$ cat src/rtl/wb_bypass_driver.sv
// wb_bypass_driver
// Writeback collector: buffers completed results from four execution units in
// small per-unit FIFOs and drives up to two of them per cycle, round-robin,
// onto the registered bypass / register-file write buses.
module wb_bypass_driver #(
    parameter int WIDTH_REG = 5,
    parameter int DEPTH     = 2
) (
    input  logic                   clk,
    input  logic                   rst,
    input  logic                   i_flush,
    input  logic                   i_valid0,
    input  logic                   i_valid1,
    input  logic                   i_valid2,
    input  logic                   i_valid3,
    output logic                   o_ready0,
    output logic                   o_ready1,
    output logic                   o_ready2,
    output logic                   o_ready3,
    input  logic [WIDTH_REG+31:0]  i_result0,
    input  logic [WIDTH_REG+31:0]  i_result1,
    input  logic [WIDTH_REG+31:0]  i_result2,
    input  logic [WIDTH_REG+31:0]  i_result3,
    output logic [WIDTH_REG+32:0]  o_bypass0,
    output logic [WIDTH_REG+32:0]  o_bypass1
);

    localparam int RW = WIDTH_REG + 32;
    localparam int PW = $clog2(DEPTH);
    localparam int CW = $clog2(DEPTH) + 1;

    logic [RW-1:0] r_mem   [4][DEPTH];
    logic [PW-1:0] r_wptr  [4];
    logic [PW-1:0] r_rptr  [4];
    logic [CW-1:0] r_count [4];
    logic [1:0]    r_rr;

    logic [3:0]    w_valid;
    logic [3:0]    w_ready;
    logic [3:0]    w_push;
    logic [3:0]    w_pop;
    logic [3:0]    w_nempty;
    logic [RW-1:0] w_result [4];

    logic          w_gnt_a;
    logic          w_gnt_b;
    logic [1:0]    w_idx_a;
    logic [1:0]    w_idx_b;
    logic [1:0]    w_scan;
    logic [RW-1:0] w_head_a;
    logic [RW-1:0] w_head_b;
    logic [RW:0]   w_out_a;
    logic [RW:0]   w_out_b;

    assign w_valid     = {i_valid3, i_valid2, i_valid1, i_valid0};
    assign w_result[0] = i_result0;
    assign w_result[1] = i_result1;
    assign w_result[2] = i_result2;
    assign w_result[3] = i_result3;

    assign o_ready0 = w_ready[0];
    assign o_ready1 = w_ready[1];
    assign o_ready2 = w_ready[2];
    assign o_ready3 = w_ready[3];

    // Per-unit ready, push and non-empty status
    always_comb begin
        for (int k = 0; k < 4; k++) begin
            w_ready[k]  = (r_count[k] < CW'(DEPTH)) && !i_flush;
            w_push[k]   = w_valid[k] && w_ready[k];
            w_nempty[k] = (r_count[k] != '0);
        end
    end

    // Round-robin scan from r_rr: first non-empty unit is grant A, second is grant B
    always_comb begin
        w_gnt_a = 1'b0;
        w_gnt_b = 1'b0;
        w_idx_a = 2'd0;
        w_idx_b = 2'd0;
        w_scan  = 2'd0;
        for (int i = 0; i < 4; i++) begin
            w_scan = r_rr + 2'(i);
            if (w_nempty[w_scan]) begin
                if (!w_gnt_a) begin
                    w_gnt_a = 1'b1;
                    w_idx_a = w_scan;
                end else if (!w_gnt_b) begin
                    w_gnt_b = 1'b1;
                    w_idx_b = w_scan;
                end
            end
        end
    end

    // Pop decode and bus formatting; rd==0 still consumes its slot but drives zeros
    always_comb begin
        for (int k = 0; k < 4; k++) begin
            w_pop[k] = (w_gnt_a && (w_idx_a == 2'(k))) || (w_gnt_b && (w_idx_b == 2'(k)));
        end
        w_head_a = r_mem[w_idx_a][r_rptr[w_idx_a]];
        w_head_b = r_mem[w_idx_b][r_rptr[w_idx_b]];
        w_out_a  = '0;
        w_out_b  = '0;
        if (w_gnt_a && (w_head_a[RW-1 -: WIDTH_REG] != '0)) begin
            w_out_a = {1'b1, w_head_a};
        end
        if (w_gnt_b && (w_head_b[RW-1 -: WIDTH_REG] != '0)) begin
            w_out_b = {1'b1, w_head_b};
        end
    end

    // FIFO storage; stale entries are harmless because count gates every read
    always_ff @(posedge clk) begin
        for (int k = 0; k < 4; k++) begin
            if (w_push[k]) begin
                r_mem[k][r_wptr[k]] <= w_result[k];
            end
        end
    end

    // FIFO pointers and occupancy; flush empties everything like reset
    always_ff @(posedge clk) begin
        for (int k = 0; k < 4; k++) begin
            if (rst || i_flush) begin
                r_wptr[k]  <= '0;
                r_rptr[k]  <= '0;
                r_count[k] <= '0;
            end else begin
                if (w_push[k]) begin
                    r_wptr[k] <= r_wptr[k] + PW'(1);
                end
                if (w_pop[k]) begin
                    r_rptr[k] <= r_rptr[k] + PW'(1);
                end
                r_count[k] <= r_count[k] + CW'(w_push[k]) - CW'(w_pop[k]);
            end
        end
    end

    // Registered bypass buses and round-robin pointer; flush keeps r_rr
    always_ff @(posedge clk) begin
        if (rst) begin
            o_bypass0 <= '0;
            o_bypass1 <= '0;
            r_rr      <= 2'd0;
        end else if (i_flush) begin
            o_bypass0 <= '0;
            o_bypass1 <= '0;
        end else begin
            o_bypass0 <= w_out_a;
            o_bypass1 <= w_out_b;
            if (w_gnt_b) begin
                r_rr <= w_idx_b + 2'd1;
            end else if (w_gnt_a) begin
                r_rr <= w_idx_a + 2'd1;
            end
        end
    end

endmodule

$ cat config.mk
export PLATFORM = sky130hd
export DESIGN_NAME = wb_bypass_driver
export DESIGN_NICKNAME = d
export VERILOG_FILES = /design/src/rtl/wb_bypass_driver.sv
export SDC_FILE = /design/constraint.sdc
export NUM_CORES = 1
export LEC_CHECK = 0
export BUFFER_PORTS_ARGS = -buffer_cell sky130_fd_sc_hd__buf_4
export CAP_MARGIN = 40
export CORE_AREA = 5 5 181 183
export CTS_CLUSTER_DIAMETER = 200
export CTS_CLUSTER_SIZE = 20
export DETAILED_ROUTE_END_ITERATION = 12
export DIE_AREA = 0 0 186 188
export PLACE_DENSITY = 0.87
export SLEW_MARGIN = 20
export SYNTH_ARGS = -nofsm -noshare
export SYNTH_HDL_FRONTEND = slang
export SYNTH_SLANG_ARGS = --single-unit
$ cat constraint.sdc
create_clock -name clk -period 11 [get_ports clk]
set_input_delay 0 -clock clk [delete_from_list [all_inputs] [get_ports clk]]
set_output_delay 0 -clock clk [all_outputs]
set_load 0.01 [all_outputs]
==> results.md <==
Run status:
- The run finished with clean final reports.

STA:
- The final-report max-slew violation count is 0.
- The post-route setup TNS is 0 ps.
- The setup slack after layout is 6150 ps.
- The maximum frequency from static timing analysis is a little over 200 MHz.
- Setup violations remaining at the end of the flow were counted as 0.
- The number of hold-slack violations in the final timing report came to 0.
- Setup repair after global routing left no endpoint under its margin.
- The worst slack on hold paths is between 150 and 200 ps.
- On the final layout, the worst clock skew is about 18 ps.
- For the finished layout, the period the worst path requires is 4850 ps.
- In this run the tightest slew margin relative to its limit is approximately 22%.
- The transition at the pin with the smallest max-transition slack is 1170 ps.
- Of the available clock period, the critical path in the final layout requires between 40 and 50%.

Yosys:
- The share of async-settable or async-resettable flops after synthesis is 0%.
- The warning count from the yosys run is 0.
- The mapped netlist covers approximately 18000 sq um.
- Synthesis inferred between 300 and 400 register bits.
- By area the synthesized netlist is led by sky130_fd_sc_hd__edfxtp_1 (50%), sky130_fd_sc_hd__mux2i_1 (27%), sky130_fd_sc_hd__dfxtp_1 (9.5%), sky130_fd_sc_hd__a311oi_1 (1.5%), sky130_fd_sc_hd__a211oi_1 (1.5%).
- The number of flops mapped to enable cells by yosys is between 300 and 400.
- After synthesis, flip-flops and latches occupy approximately three fifths of the total area.
- In this run the mean area of a mapped cell was about 15 sq um.
- The number of distinct standard cells referenced by the synthesized netlist is a little under 60.
- After synthesis, the largest area contributor takes up about 50% of total cell area.
- sky130_fd_sc_hd__edfxtp_1 takes more of the synthesized area than any other cell.
- The prevailing post-synth register cell is sky130_fd_sc_hd__edfxtp_1.
- The total nets after synthesis is approximately 1400.
- The synthesized netlist cell count is 1255.

Route:
- The wire length per cell is approximately 25 microns.
- The pre-antenna-repair detailed-routing pass consisted of 6 iterations.
- The final antenna-violating net count is 0.
- The post-route DRC violation count is 0.
- For this block, the routed nets add up to about 51 mm of wire.
- Using the TritonRoute via totals, the vias-per-cell ratio works out to 6.21.
- Across all layers, the routed design uses 12500 vias.
- For this block, the initial DRC count from the detailed router was 1149.

Critical path:
- In this design, the critical path's most frequently occurring cell is sky130_fd_sc_hd__buf_4.
- The worst path buffer plus inverter count is 4.
- The worst setup path is captured at a register.
- The largest stage delay on the critical path is approximately 700 ps.
- The required time at the worst-slack endpoint is around 11000 ps.
- The critical path goes through clkinv_1 > mux4_2 > nand2b_1 > o22ai_1 > nor3_2 > buf_4 > mux2i_4 > buf_4 > mux2i_4 > buf_4 > a211oi_1.
- Data arrives at the worst endpoint at about 5300 ps.
- The critical path class is register to register.
- STA classifies the critical path startpoint as a register.
- The depth of the worst register-to-register path is 11.
- The master of the slowest instance on the critical path is sky130_fd_sc_hd__dfxtp_1.
- Along the worst path, the maximum fanout reaches 38.
- The cell family contributing the most delay on the critical path is buffers and inverters.
- The total stage count of the critical path is 11.

Clocking:
- The buffer type at the clock tree root is sky130_fd_sc_hd__clkbuf_16.
- TritonCTS built the clock tree.
- In this run the number of H-tree levels came out at 1.
- The number of clock buffers added by TritonCTS is 23.
- Clock-pin slew was measured on the worst setup and hold paths at ~90 ps.
- For the worst-skew pair, the clock arrives at the later sink with an insertion delay of between 500 and 600 ps.
- No sink is reached through more buffers than the 3 on the longest clock path.
- The number of gates resized after cts is 0.
- The number of sinks on the clock net is 390.

Floorplanning:
- The die is roughly 190 microns wide.
- The total I/O pin count is around 240.
- The initial cell density of the core is about three fifths.
- The overall die area is 35000 sq um.
- The die height is ~190 microns.
- The core footprint is 31100 sq um.
- After floorplanning, the core was divided into 65 placement rows.

GRT:
- The overflow left after global routing is 0.
- The number of antenna violations at the first check in global routing is 1.
- For this run, the total global-route usage over all layers was measured as 28.8%.
- The via count of the first global-routing pass came to ~13000.
- The first global-routing pass estimated roughly 77 mm of wire.
- Entering global routing, the biggest net connects between 150 and 200 pins.

Placement:
- At the end of routability-driven placement, the weighted congestion stood at 0.842.
- The count of buffers from port buffering is approximately 230.
- In this run the cell area measured after placement is 20400 sq um.
- Prior to clock tree synthesis, the placed netlist has a worst setup slack of roughly 6200 ps.
- The wire-length estimate of the detail-placed layout is 30.2 mm.

Power:
- Of the total power, the share spent switching nets is between 40% and 50%.
- The leakage component of the power is a little over 0.009 uW.
- The power per cell area is around 270 nW/um^2.
- The combinational fraction of design power is between 50% and 60%.
- Internal power comes to 3620 uW.
- Summed over all nets, the switching power comes to around 2500 uW.
- The register share of total power is 30.5%.
- The clock share of power is between 10% and 20%.
- The worst-case IR drop observed on VDD is between 200 and 300 uV.

Job:
- The tool flagged a number of max-cap violations equal to 0.

Min path:
- In this run the worst hold path is classified as primary input to register.
- The depth of the worst hold-timing path is 2.

Layout:
- With fillers left out, the area of the finished cells amounts to about 23000 sq um.
- The most common library cell in the layout ignoring fill and taps is sky130_fd_sc_hd__mux2i_1.
- The number of nets in the layout is around 1800.
- Relative to the synthesized area, the layout overhead comes to 24.3%.
- Measured on the finished design, the core utilization comes to between 70 and 80%.
- Of the cells placed in the final design, the portion with a size suffix greater than 1 is 20.1%.
- The library cells used most frequently in the layout, excluding fill and tap cells, are sky130_fd_sc_hd__mux2i_1 (494), sky130_fd_sc_hd__edfxtp_1 (304), sky130_fd_sc_hd__buf_4 (256).
## worst register-to-register path, cell delays in order (launching register included)
cell                       delay [ps]
sky130_fd_sc_hd__dfxtp_1          720
sky130_fd_sc_hd__clkinv_1         370
sky130_fd_sc_hd__mux4_2           530
sky130_fd_sc_hd__nand2b_1          90
sky130_fd_sc_hd__o22ai_1          110
sky130_fd_sc_hd__nor3_2           140
sky130_fd_sc_hd__buf_4            570
sky130_fd_sc_hd__mux2i_4          330
sky130_fd_sc_hd__buf_4            620
sky130_fd_sc_hd__mux2i_4          690
sky130_fd_sc_hd__buf_4            410
sky130_fd_sc_hd__a211oi_1         140
## cell usage after synthesis (16+ instances only)
cell type                  count
sky130_fd_sc_hd__a211oi_1     37
sky130_fd_sc_hd__a311oi_1     32
sky130_fd_sc_hd__buf_1        16
sky130_fd_sc_hd__buf_2        37
sky130_fd_sc_hd__clkbuf_1     32
sky130_fd_sc_hd__dfxtp_1      86
sky130_fd_sc_hd__edfxtp_1    304
sky130_fd_sc_hd__inv_1        16
sky130_fd_sc_hd__mux2i_1     496
sky130_fd_sc_hd__nand2_1      18
sky130_fd_sc_hd__nor2_1       28
## metal layers
layer  GRT usage (%)  wire, microns  share of wire (%)  vias up
li1                -              -                  -     5530
met1            36.5          19100                 37     6143
met5               0              0                  0        -
met3            5.04           4320                8.4      151
met2            49.0          25900                 50      717
met4            11.8           2160                4.2        0
## repair_timing
action,in CTS,in global routing
endpoints found under the hold margin,312,0
buffers inserted,0,0
hold buffers,155,0
## state kept, by name, summed over array words and instances, names as in the netlist
signal and cells:
r_mem 296, r_rptr 4, o_bypass0 38, r_rr 2
r_count 8, r_wptr 4, o_bypass1 38
## logic make-up (layout without fill, tap and decap cells)
group | after synthesis | after routing | share of synthesized area, %
buffers and inverters | 113 | 474 | 2.96
adders and majority gates | 11 | 11 | 0.749
muxes | 508 | 508 | 28.2
other | 0 | 1 | 0
and+or+nand+nor | 109 | 109 | 3.13
AOI/OAI and AO/OA | 114 | 114 | 4.85
xor gates and xnor gates | 10 | 10 | 0.481
DFF | 390 | 390 | 59.6
## worst paths after layout
check | start | end | slack, ps
worst max-delay path | r_rr[0] | o_bypass0[3] | 6150
worst min-delay path | i_result2[29] | r_mem[2][66] | 180
worst max register to register | r_rr[0] | o_bypass0[3] | 6150
worst min register to register | r_count[2][1] | r_count[2][1] | 570
## power by group through the flow
stage / Clock [uW] / Combinational (uW) / Sequential (uW)
after floorplan: 0 / 2400 / 1880
after global placement: 0 / 3140 / 1900
after detailed placement: 0 / 3280 / 1900
after CTS: 864 / 3340 / 1870
after global routing: 927 / 3600 / 1890
final: 859 / 3410 / 1880
## stage by stage
stage               std cells  power [uW]
finish                   2019        6150
global route             2019        6410
CTS                      2016        6080
detailed placement       1822        5180
global placement         1818        5030
floorplan                1255        4270
## layout make-up
type	instances	area, sq um
repair buffers	417	3620
fillers	1940	8450
diodes	1	2.50
clock buffers	38	632
well taps	402	503
inverters	18	67.6
flip-flops and latches	390	10900
multi-input cells	752	6930
clock inverters	1	11.3
Note: power is estimated with default switching activity, not from simulation.
